## src/rtl/common_pkg.sv

```systemverilog
// Shared types for the matrix-multiply instruction path.
// Provides addr_t, op_t (MMUL_D / MMUL_ND), instruction_t, a unit mask type
// sized for the largest supported unit count, and the round-robin picker.
package common_pkg;

    localparam int unsigned ADDR_W     = 8;
    localparam int unsigned MAX_UNITS  = 8;
    localparam int unsigned UNIT_IDX_W = 3;

    typedef logic [ADDR_W-1:0] addr_t;

    typedef enum logic {
        MMUL_D  = 1'b0,
        MMUL_ND = 1'b1
    } op_t;

    typedef struct packed {
        op_t   op;
        addr_t dest;
        addr_t src1;
        addr_t src2;
    } instruction_t;

    typedef logic [MAX_UNITS-1:0] unit_mask_t;

    typedef struct packed {
        logic                  found;
        logic [UNIT_IDX_W-1:0] idx;
    } unit_pick_t;

    // First set bit of mask scanning ptr, ptr+1, ... modulo n (n <= MAX_UNITS).
    function automatic unit_pick_t rr_pick(unit_mask_t mask, logic [UNIT_IDX_W-1:0] ptr,
                                           int unsigned n);
        unit_pick_t  p;
        int unsigned idx;
        p = '0;
        for (int unsigned k = 0; k < MAX_UNITS; k++) begin
            idx = (32'(ptr) + k) % n;
            if (k < n && !p.found && mask[idx[UNIT_IDX_W-1:0]]) begin
                p.found = 1'b1;
                p.idx   = idx[UNIT_IDX_W-1:0];
            end
        end
        return p;
    endfunction

endpackage

```

## src/rtl/inst_fifo.sv

```systemverilog
// Generic in-order FIFO with occupancy count.
// Ports: clk, reset (sync, active-low), wr_data/wr_en (ignored when full),
//        rd_data (head, valid when !empty), rd_en (pop, ignored when empty),
//        count, full, empty. DEPTH must be a power of two so pointers wrap freely.
module inst_fifo #(
    parameter int unsigned DEPTH = 8,
    parameter type         T     = logic [7:0],
    localparam int unsigned CNT_W = $clog2(DEPTH + 1)
) (
    input  logic             clk,
    input  logic             reset,
    input  T                 wr_data,
    input  logic             wr_en,
    output T                 rd_data,
    input  logic             rd_en,
    output logic [CNT_W-1:0] count,
    output logic             full,
    output logic             empty
);

    localparam int unsigned PTR_W = $clog2(DEPTH);

    T                 mem [DEPTH];
    logic [PTR_W-1:0] wr_ptr;
    logic [PTR_W-1:0] rd_ptr;
    logic             push;
    logic             pop;

    assign full    = (count == CNT_W'(DEPTH));
    assign empty   = (count == '0);
    assign push    = wr_en && !full;
    assign pop     = rd_en && !empty;
    assign rd_data = mem[rd_ptr];

    // Storage array; contents need no reset since count gates visibility.
    always_ff @(posedge clk) begin
        if (push) begin
            mem[wr_ptr] <= wr_data;
        end
    end

    // Pointers and occupancy.
    always_ff @(posedge clk) begin
        if (!reset) begin
            wr_ptr <= '0;
            rd_ptr <= '0;
            count  <= '0;
        end else begin
            if (push) wr_ptr <= wr_ptr + PTR_W'(1);
            if (pop)  rd_ptr <= rd_ptr + PTR_W'(1);
            case ({push, pop})
                2'b10:   count <= count + CNT_W'(1);
                2'b01:   count <= count - CNT_W'(1);
                default: count <= count;
            endcase
        end
    end

endmodule

```

## src/rtl/inst_issue_queue.sv

```systemverilog
// Instruction buffer between the host front-end and NUM_UNITS mmul units.
// Queues instructions in order and issues the head to a free, ready unit chosen
// round-robin, holding it back on RAW/WAW address hazards against in-flight
// work and serialising MMUL_D behind an idle machine.
// Ports: clk, reset (sync, active-low); in_inst/in_valid/in_ready (enqueue);
//        out_inst/out_valid (one-hot target)/out_ready (issue); done (unit
//        finished); count (entries held); busy (units in flight); hazard.
// Optional: define IQ_PERF_CNT_EN to add issued_cnt and stall_cnt counters.
module inst_issue_queue
    import common_pkg::*;
#(
    parameter int unsigned DEPTH     = 8,
    parameter int unsigned NUM_UNITS = 2,
    localparam int unsigned CNT_W    = $clog2(DEPTH + 1)
) (
    input  logic                 clk,
    input  logic                 reset,
    input  instruction_t         in_inst,
    input  logic                 in_valid,
    output logic                 in_ready,
    output instruction_t         out_inst,
    output logic [NUM_UNITS-1:0] out_valid,
    input  logic [NUM_UNITS-1:0] out_ready,
    input  logic [NUM_UNITS-1:0] done,
    output logic [CNT_W-1:0]     count,
    output logic [NUM_UNITS-1:0] busy,
    output logic                 hazard
`ifdef IQ_PERF_CNT_EN
    ,
    output logic [31:0]          issued_cnt,
    output logic [31:0]          stall_cnt
`endif
);

    instruction_t                head;
    logic                        fifo_full;
    logic                        fifo_empty;
    logic                        head_valid;
    logic                        push;
    logic                        issue;
    logic                        issue_ok;
    logic                        blocked;
    addr_t                       inflight_dest [NUM_UNITS];
    logic [UNIT_IDX_W-1:0]       rr_ptr;
    logic [UNIT_IDX_W-1:0]       rr_next;
    unit_mask_t                  avail_mask;
    unit_pick_t                  pick;
    logic [NUM_UNITS-1:0]        issue_vec;
    logic [NUM_UNITS-1:0]        busy_next;

    inst_fifo #(
        .DEPTH (DEPTH),
        .T     (instruction_t)
    ) u_fifo (
        .clk     (clk),
        .reset   (reset),
        .wr_data (in_inst),
        .wr_en   (push),
        .rd_data (head),
        .rd_en   (issue),
        .count   (count),
        .full    (fifo_full),
        .empty   (fifo_empty)
    );

    // Full is judged on registered count, so a same-cycle pop never frees a slot early.
    assign in_ready   = reset && !fifo_full;
    assign push       = in_valid && in_ready;
    assign head_valid = reset && !fifo_empty;
    assign out_inst   = head;

    // Hazard check against registered in-flight state.
    always_comb begin
        blocked = 1'b0;
        for (int unsigned u = 0; u < NUM_UNITS; u++) begin
            if (busy[u]) begin
                if (head.op == MMUL_D) begin
                    blocked = 1'b1;
                end else if (head.src1 == inflight_dest[u] ||
                             head.src2 == inflight_dest[u] ||
                             head.dest == inflight_dest[u]) begin
                    blocked = 1'b1;
                end
            end
        end
    end

    // Round-robin unit selection and issue decode.
    always_comb begin
        avail_mask                  = '0;
        avail_mask[NUM_UNITS-1:0]   = ~busy & out_ready;
        pick                        = rr_pick(avail_mask, rr_ptr, NUM_UNITS);
        issue_ok                    = head_valid && !blocked && pick.found;
        issue_vec                   = '0;
        for (int unsigned u = 0; u < NUM_UNITS; u++) begin
            issue_vec[u] = issue_ok && (pick.idx == UNIT_IDX_W'(u));
        end
        rr_next   = UNIT_IDX_W'((32'(pick.idx) + 32'd1) % NUM_UNITS);
        // Done on an idle unit falls out naturally: its busy bit is already 0.
        busy_next = (busy & ~done) | issue_vec;
    end

    assign out_valid = issue_vec;
    assign issue     = |issue_vec;
    assign hazard    = head_valid && blocked;

    // In-flight table and round-robin pointer.
    always_ff @(posedge clk) begin
        if (!reset) begin
            busy   <= '0;
            rr_ptr <= '0;
            for (int unsigned u = 0; u < NUM_UNITS; u++) begin
                inflight_dest[u] <= '0;
            end
        end else begin
            busy <= busy_next;
            if (issue) rr_ptr <= rr_next;
            for (int unsigned u = 0; u < NUM_UNITS; u++) begin
                if (issue_vec[u]) inflight_dest[u] <= head.dest;
            end
        end
    end

`ifdef IQ_PERF_CNT_EN
    // Issue and hazard-stall counters, free-running modulo 2^32.
    always_ff @(posedge clk) begin
        if (!reset) begin
            issued_cnt <= '0;
            stall_cnt  <= '0;
        end else begin
            if (issue)  issued_cnt <= issued_cnt + 32'd1;
            if (hazard) stall_cnt  <= stall_cnt + 32'd1;
        end
    end
`endif

endmodule
```

## config.mk

```make
export PLATFORM = sky130hd
export DESIGN_NAME = inst_issue_queue
export DESIGN_NICKNAME = d
export VERILOG_FILES = /design/src/rtl/common_pkg.sv /design/src/rtl/inst_fifo.sv /design/src/rtl/inst_issue_queue.sv
export SDC_FILE = /design/constraint.sdc
export NUM_CORES = 1
export LEC_CHECK = 0
export ABC_AREA = 1
export CAP_MARGIN = 0
export CORE_UTILIZATION = 48
export DETAILED_ROUTE_END_ITERATION = 8
export DONT_BUFFER_PORTS = 1
export GPL_TIMING_DRIVEN = 1
export PLACE_DENSITY = 0.59
export SETUP_SLACK_MARGIN = 0.15
export SLEW_MARGIN = 40
export SYNTH_ARGS = -nofsm -noshare
export SYNTH_HDL_FRONTEND = slang
export SYNTH_SLANG_ARGS = --single-unit
```

## constraint.sdc

```tcl
create_clock -name clk -period 4.7 [get_ports clk]
set_clock_uncertainty 0.1 [all_clocks]
set_input_delay 1.41 -clock clk [delete_from_list [all_inputs] [get_ports clk]]
set_output_delay 1.41 -clock clk [all_outputs]
set_load 0.05 [all_outputs]
```

Word level (Yosys, flattened, before mapping)
Memories as Yosys holds them, arrays and structs flattened. A register that Yosys moved wholly into a read port is not among the register bits.
Cells that the tools add are included.
{ "totals": {"ramBits": 216, "register_bits": 13, "inputBits": 32, "output_inout_bits": 35, "wordCells": 81, "memories": 2} }
{ "mem_list": {"columns": ["memory", "depth", "word_bits", "read_ports", "rd_clocked_by_memory_dff", "wr", "line_no", "rtl"], "rows": [
  ["u_fifo.mem", 8, 25, 1, 1, 1, "inst_fifo.sv:23", "T mem [DEPTH];"],
  ["inflight_dest", 2, 8, 2, 0, 2, "inst_issue_queue.sv:43", "addr_t inflight_dest [NUM_UNITS];"]
]} }
{ "op_classes": {"muxes": 26, "n_addsub": 6, "n_reduce_logical": 23, "bitwise": 7, "magnitude_cmp": 2, "eq_ne": 10} }
{ "op_table": {"columns": ["operator", "n"], "rows": [
  ["8-bit equality test", 6],
  ["1-bit two-way mux", 19],
  ["8-bit two-way mux", 2],
  ["1-bit logical AND", 11],
  ["1-bit by 4-bit < comparator with 1-bit output (second input constant)", 2],
  ["4-bit two-way mux", 2],
  ["4-bit one-hot mux with 2 select lines", 1],
  ["3-bit by 1-bit adder with 3-bit output (second input constant)", 2],
  ["3-bit two-way mux", 2],
  ["4-bit by 1-bit adder with 4-bit output (second input constant)", 1],
  ["2-bit AND", 2],
  ["4-bit equality test (second input constant)", 1],
  ["1-bit zero test", 4],
  ["4-bit zero test", 1],
  ["1-bit logical OR", 4],
  ["2-bit NOT", 2],
  ["4-bit by 1-bit subtractor with 4-bit output (second input constant)", 1],
  ["3-bit by 1-bit equality test with 1-bit output (second input constant)", 1],
  ["3-bit zero test", 1],
  ["1-bit adder (second input constant)", 2],
  ["2-bit by 1-bit equality test with 1-bit output (second input constant)", 1],
  ["2-bit equality test (second input constant)", 1],
  ["1-bit bitwise OR", 2],
  ["2-bit bitwise OR", 1],
  ["other kinds (2)", 2]
]} }

Depth between registers and ports, before layout
Gate-level depths: netlist of run 1.
An unclocked memory read counts as a cell.
{ "logic_depth": {"depth_word": 18, "mapped_depth": 31, "mapped_depth_nobuf": 27} }

Cells and area by module
A second synthesis of run 1 with hierarchy kept.
{ "unflattened": {"cells_unflattened": 910, "area_unflattened_um2": 10038.4} }
{ "by_module_without_submodules": {"columns": ["module", "area_each_um2", "seq_area_each_um2", "cells_each", "instances"], "rows": [
  ["inst_fifo", 8476.9, 6266.0, 659, 1],
  ["inst_issue_queue", 1561.5, 540.5, 251, 1]
]} }

Worst setup path after synthesis of run 1
Ideal clock, no wire load.
{ "synth_path": {"path_type": "in2reg", "start": "input port reset", "end": "memory u_fifo.mem[0][0] (netlist name) (enable)", "path_slack_ns": -0.163, "t_arrival_ns": 4.357, "setup_time_ns": 0.407, "stages": 7, "path_buffers": 1, "t_required_ns": 4.193, "cell_sequence": "clkbuf_1 > clkinv_1 > a31oi_1 > nand2_1 > inv_1 > nand2_1 > nor2_1"} }
{ "synth_via": {"elab_chain_len": 5} }
{ "synth_rtl": {"columns": ["item", "line_no", "rtl"], "rows": [
  ["from (decl)", "inst_issue_queue.sv:17", "input logic reset,"],
  ["1-bit logical AND", "inst_issue_queue.sv:67", "assign in_ready = reset && !fifo_full;"],
  ["named net in_ready", "inst_issue_queue.sv:20", "output logic in_ready,"],
  ["1-bit logical AND", "inst_issue_queue.sv:68", "assign push = in_valid && in_ready;"],
  ["1-bit logical AND", "inst_fifo.sv:31", "assign push = wr_en && !full;"],
  ["1-bit two-way mux", "inst_fifo.sv:37", "if (push) begin"],
  ["1-bit two-way mux (implied by the code)", "inst_fifo.sv:38", "mem[wr_ptr] <= wr_data;"],
  ["to (decl)", "inst_fifo.sv:23", null]
]} }
The timed path passes the listed nets, and every way through them passes these cells.

==> metrics.md, run 1 <==
| Metric | Value |
|---|---|
| Synth top area share | 60.8% |
| Die Width | 151 µm |
| FF-to-FF End | u_fifo.count[3]$_SDFFE_PN0P_ |
| Routed WL | 27.6 mm |
| Final core occ | 56.6% |
| Fillers | 1915 |
| Area delta synth->final | 15.7% |
| N_diodes | 0 |
| Leakage | 0.00538 µW |
| Sw power | 2530 µW |
| PD cells | 539 nW/µm² |
| Worst Reg-to-Reg Cells | 26 |
| Largest net degree at the start of global routing | 61 |
| Total CTS buffers | 26 |
| Share of cells above drive strength 1 | 11.5% |
| Clock power share | 29.4% |
| CTS H-Tree Depth | 1 |
| Hold-fix buffers, CTS | 0 |
| Full die area | 22800 µm² |
| Crit path DAT | 2940 ps |
| Async SR Flop Fraction | 0% |
| Most instantiated library cell after synthesis | nand2_1 |
| WHS Endpoint | rr_ptr[0]$_SDFFE_PN0P_ |
| Clk Latency, worst-skew pair | 530 ps |
| Tightest Hold Check Type | reg2reg |
| DR vias/cell | 5.19 |
| CTS tree | done |
| Synth Instances | 1145 |
| Logic pwr share | 33.2% |
| Crit-path max FO | 27 |
| Min-Delay Startpoint | rr_ptr[0]$_SDFFE_PN0P_ |
| Detailed Route Iter0 Violations | 609 |
| Max_cap viols | 0 |
| Clk Tree Root Cell | clkbuf_16 |
| Site Rows | 54 |
| Min Tclk post-route | 4450 ps |
| Final Max Tran Viols | 0 |
| Placed cell count | 1411 |
| Mean post-synth cell area | 9.32 µm² |
| WL per Instance | 18.7 µm |
| Top post-synthesis cells by area | edfxtp_1, nand2_1, nand3_1 |
| Vias in the first global route | 7058 |
| Clock sinks | 232 |
| Grt ovf | 0 |
| Die Ht | 151 µm |
| CP Capture Type | output port |
| Tot GR Track Use | 24.1% |
| Total negative setup slack | 0 ps |
| Switching Share | 38.0% |
| Mapped Area | 10700 µm² |
| Worst slew margin | 57.4% |
| Clock-pin slew on the worst setup and hold paths | 60 ps |
| Port buffer count | 0 |
| Outcome | complete, no violations |
| ANT nets after route | 0 |
| Reg2Reg Setup Slack | 860 ps |
| Register share of total power | 37.3% |
| DR pass1 iterations | 7 |
| Syn. warnings | 0 |
| CP required | 3190 ps |
| VDD IR max | 319 µV |
| Initial antenna violation count | 0 |
| Tightest Pin Transition | 638 ps |
| Starting Density | 48.9% |
| IO Count | 67 |
| Dpl hpwl | 15.4 mm |
| WHS | 362 ps |
| Tcrit/Tclk final | 94.7% |
| Largest area contributor in the netlist | edfxtp_1 |
| Synth unique cells | 28 |
| Final setup viols | 0 |
| Core region area | 21800 µm² |
| Final net count | 1211 |
| Int Power | 4120 µW |
| Synth top cells by count | nand2_1, edfxtp_1, inv_1 |
| DRC Markers | 0 |
| Ys flop type | edfxtp_1 |
| Synth Register Bits | 232 |
| Fmax | 0.225 GHz |
| Longest Clk Path Bufs | 3 |
| Post-synth EDFFs | 216 |
| First-pass GRT wire length | 40.3 mm |
| Post-synthesis sequential area ratio | 63.8% |
| Hold path cells | 2 |
| Fin. Hold Viols | 0 |
| Setup CP Type | reg2out |
| Vias | 7639 |
| Final GP Congestion | 0.831 |
| RSZ-0062 raised after global routing | no |
| Fin cells | 1472 |
| Syn Nets | 1183 |
| Crit start category | register |
per-stage QoR:
stage | total power (µW) | instance area [µm²] | setup WS (ps)
after global placement | 4500 | 11200 | 624
final | 6650 | 12300 | 251
after detailed placement | 4510 | 11200 | 583
after CTS | 6510 | 12000 | 190
after floorplan | 4030 | 10700 | -163
after global routing | 6970 | 12300 | 122
state kept, by name (all words and copies together) (netlist names), named ones only:
signal,flops
u_fifo.count,4
u_fifo.wr_ptr,3
u_fifo.rd_ptr,3
rr_ptr,1
u_fifo.mem,200
inflight_dest,16
busy,2
power by group through the flow:
stage	combinational, µW	clock (µW)	sequential (µW)
floorplan	1540	0	2490
global placement	1990	0	2510
detailed placement	2000	0	2510
CTS	2040	1990	2480
global route	2410	2070	2490
finish	2210	1960	2480
placed cells by master (no fill, tap or decap), types with 5 or more instances in the layout:
cell / count
nor2_1: 73
ha_1: 5
nand3_2: 16
clkinv_2: 6
edfxtp_1: 216
o21ai_1: 5
nand3_1: 127
buf_4: 22
inv_2: 8
nand2_2: 13
o21ai_0: 10
nand2_1: 396
nor2_4: 8
clkbuf_16: 29
buf_12: 9
dfxtp_1: 14
nor2_2: 6
inv_1: 174
a21oi_1: 14
clkinv_1: 8
timing repair:
item                       in CTS  in global routing
cloned                          1                  4
resized for setup               4                 44
setup buffers                   0                  9
setup endpoints to repair       3                  3
pin swaps                       0                  6
metal layers:
layer / GRT usage, % / vias to the layer above / share of wire (%) / wire length, µm
li1: - / 3725 / - / -
met1: 32.5 / 3548 / 43 / 11800
met2: 39.2 / 292 / 47 / 13000
met3: 4.10 / 74 / 6.9 / 1910
met4: 8.75 / 0 / 2.9 / 811
met5: 0 / - / 0 / 0
worst max-delay path by stage:
stage,start,end,slack (ps)
final,register,out_valid[0],250
after global routing,register,out_valid[0],120
after CTS,register,out_valid[0],190
after detailed placement,register,out_valid[0],580
after global placement,register,hazard,620
after floorplan,reset,u_fifo.mem[0][0]$_DFFE_PP_,-160
critical path: stages (launching register included):
cell and delay [ps]:
dfxtp_4 400, buf_12 150, clkbuf_16 200, nand2_1 90
nand3_1 70, nand3_1 160, nand2_2 110, nand2_1 70
nand2_1 70, nor2_2 170, nand2_1 80, nor2_1 130
nor2_1 60, nand2_1 120, nand2_2 120, nand4_1 210
inv_2 60, buf_12 140
cells by family after synthesis:
kind of cell | count (synthesis) | share of synthesized area (%)
fa+ha+maj | 6 | 0.774
flops | 232 | 63.8
compound gates | 35 | 1.73
buf+inv | 225 | 8.93
simple gates | 645 | 24.6
xor+xnor | 2 | 0.164
area by class of cell:
class | instances | area, µm² | share of cell area, %
Clock inverter | 20 | 175 | 1.42
Clock buffer | 27 | 654 | 5.30
Inverter | 185 | 709 | 5.75
Tap cell | 280 | 350 | 2.84
Timing Repair Buffer | 40 | 541 | 4.38
Sequential cell | 232 | 6810 | 55.2
Multi-Input combinational cell | 688 | 3100 | 25.1
(Power assumes the default switching activity.)
==> run 2, diff against run 1 <==
--- a/config.mk
+++ b/config.mk
@@ -11,7 +11,6 @@
 export DETAILED_ROUTE_END_ITERATION = 8
 export DONT_BUFFER_PORTS = 1
 export GPL_TIMING_DRIVEN = 1
-export PLACE_DENSITY = 0.59
 export SETUP_SLACK_MARGIN = 0.15
 export SLEW_MARGIN = 40
 export SYNTH_ARGS = -nofsm -noshare
==> metrics.md, run 2 (synthesized netlist as in run 1, its figures left out) <==
| Metric | Value |
|---|---|
| Top flop regs | u_fifo.mem: 200 flops, inflight_dest: 16 flops, u_fifo.count: 4 flops |
| Longest Clk Path Bufs | 3 (unchanged) |
| Clock sinks | 232 (unchanged) |
| Hold path cells | 2 (unchanged) |
| Site Rows | 54 (unchanged) |
| Min Tclk post-route | 4460 ps (+10.0 ps) |
| Clk Tree Root Cell | clkbuf_16 |
| Die Ht | 151 µm (unchanged) |
| Max_cap viols | 0 (unchanged) |
| Full die area | 22800 µm² (unchanged) |
| M2 GR Usage | 40.1% (+0.99 points) |
| Worst Reg-to-Reg Cells | 26 (unchanged) |
| Port buffer count | 0 (unchanged) |
| Met3 capacity usage during global routing | 5.42% (+1.3 points) |
| Routed WL | 29.1 mm (+5.5%) |
| Switching Share | 36.9% (-1.1 points) |
| Crit start category | register |
| Fmax | 0.224 GHz (-0.23%) |
| Largest net degree at the start of global routing | 76 (+25%) |
| Final Max Tran Viols | 0 (unchanged) |
| Tightest Hold Check Type | reg2reg |
| Sw power | 2570 µW (+1.4%) |
| Die Width | 151 µm (unchanged) |
| Fillers | 1856 (-3.1%) |
| Area after DPL | 11100 µm² (about the same) |
| Total negative setup slack | 0 ps (unchanged) |
| Crit path DAT | 2950 ps (about the same) |
| GRT busiest layer | met2 |
| Final GP Congestion | 0.858 (+3.3%) |
| ANT nets after route | 0 (unchanged) |
| CTS H-Tree Depth | 1 (unchanged) |
| Tightest Pin Transition | 673 ps (+35.3 ps) |
| Setup CP Type | reg2out |
| WL per Instance | 19.6 µm (+4.6%) |
| Most common cell after layout, fill and taps aside | nand2_1 |
| CTS tree | done |
| Share of cells above drive strength 1 | 12.3% (+0.79 points) |
| Starting Density | 48.9% (unchanged) |
| Min-Delay Startpoint | rr_ptr[0]$_SDFFE_PN0P_ |
| Leakage | 0.00550 µW (+2.3%) |
| Total CTS buffers | 26 (unchanged) |
| Grt ovf | 0 (unchanged) |
| CP required | 3190 ps (about the same) |
| PD cells | 553 nW/µm² (+2.7%) |
| Initial antenna violation count | 0 (unchanged) |
| Met1 usage | 31.2% (-1.3 points) |
| CP Capture Type | output port |
| Most frequent cells in the layout | nand2_1, edfxtp_1, inv_1 |
| DR vias/cell | 5.29 (+1.9%) |
| Tot GR Track Use | 24.3% (+0.25 points) |
| Worst slack at placement | 607 ps (+24.2 ps) |
| IO Count | 67 (unchanged) |
| Final net count | 1226 (+1.2%) |
| Int Power | 4390 µW (+6.4%) |
| Logic pwr share | 33.9% (+0.7 points) |
| Final setup viols | 0 (unchanged) |
| Tcrit/Tclk final | 94.9% (+0.21 points) |
| N_diodes | 0 (unchanged) |
| Register share of total power | 35.7% (-1.6 points) |
| Core region area | 21800 µm² (unchanged) |
| FF-to-FF End | u_fifo.count[3]$_SDFFE_PN0P_ |
| First-pass GRT wire length | 40.4 mm (+0.10%) |
| Vias in the first global route | 7181 (+1.7%) |
| Post-route design area | 12600 µm² (+1.8%) |
| Reg2Reg Setup Slack | 870 ps (about the same) |
| Worst slew margin | 55.0% (-2.4 points) |
| DRC Markers | 0 (unchanged) |
| Dpl hpwl | 16.1 mm (+4.2%) |
| Clock-pin slew on the worst setup and hold paths | 60 ps (about the same) |
| Detailed Route Iter0 Violations | 542 (-11%) |
| Worst setup margin | 241 ps (-10.0 ps) |
| Vias | 7853 (+2.8%) |
| Biggest register | u_fifo.mem |
| Clk Latency, worst-skew pair | 530 ps (about the same) |
| Fin. Hold Viols | 0 (unchanged) |
| Clock power share | 30.3% (+0.9 points) |
| Crit-path max FO | 16 (-41%) |
| Outcome | complete, no violations |
| RSZ-0062 raised after global routing | no |
| DR pass1 iterations | 5 (-2) |
| Final Total Pwr | 6950 µW (+4.5%) |
| VDD IR max | 269 µV (-15%) |
| Max reg flops | 200 (unchanged) |
| Final core occ | 57.6% (+1.0 points) |
| Area delta synth->final | 17.8% |
| WHS Endpoint | rr_ptr[0]$_SDFFE_PN0P_ |
## run 2: cell types whose count changed in the layout (fill, tap and decap cells not counted), moves of 3 or more
cell | previous run | this run
buf_4 | 22 | 31
nand3_1 | 127 | 135
nand3_2 | 16 | 8
nand2_1 | 396 | 390
clkbuf_16 | 29 | 33
nand2_2 | 13 | 17
buf_6 | 2 | 5
bufinv_16 | 2 | 5
clkinv_8 | 3 | 0
## run 2: worst max path at each step
stage                            endpoint
6_report                     out_valid[1]
5_1_grt                      out_valid[1]
4_1_cts                      out_valid[1]
3_5_place_dp                 out_valid[0]
3_3_place_gp                 out_valid[0]
2_1_floorplan  u_fifo.mem[0][0]$_DFFE_PP_
## run 2: area by class of cell
cell class	instances	area, µm²	area share (%)
clock buffers	29	683	5.43
repair buffers	55	727	5.78
flip-flops and latches	232	6810	54.2
multi-input cells	688	3090	24.6
inverters	185	702	5.58
clock inverters	16	205	1.63
well taps	280	350	2.79
## run 2: power by group through the flow
stage / clock, µW / combinational (µW) / sequential [µW]
5_1_grt: 2210 / 2550 / 2490
4_1_cts: 2130 / 2060 / 2480
3_5_place_dp: 0 / 1990 / 2520
6_report: 2110 / 2360 / 2480
2_1_floorplan: 0 / 1540 / 2490
3_3_place_gp: 0 / 1970 / 2520
## run 2: timing repair
item | in CTS | in global routing
gates cloned | 2 | 8
resized for setup | 5 | 47
setup endpoints to repair | 2 | 3
setup buffers | 0 | 16
pin swaps | 0 | 7
hold buffers | 0 | 0
## run 2: stage by stage
stage                     cells  hold WS (ps)
after floorplan            1145           338
after global placement     1414           362
after detailed placement   1414           358
after CTS                  1461           367
after global routing       1485           403
final                      1485           369
## run 2: layer usage
| layer | vias to the layer above | wire length, µm |
|---|---|---|
| met2 | 316 | 13700 |
| met1 | 3709 | 11900 |
| met5 | - | 0 |
| met3 | 80 | 2490 |
| met4 | 0 | 1060 |
| li1 | 3748 | - |
## run 2: worst max-delay path, cell delays in order, from the launching register on
cell and delay (ps):
dfxtp_4 380, buf_12 140, buf_6 120, clkbuf_16 180, nand2_1 70, nand3_1 70, nand3_1 150, nand2_2 90
inv_2 80, nand2_1 50, nand2_1 80, nor2_1 50, nand2_1 60, nor2_1 40, nor2_1 150, nand2_2 110
nand2_4 100, nand4_1 210, inv_2 140, buf_12 140
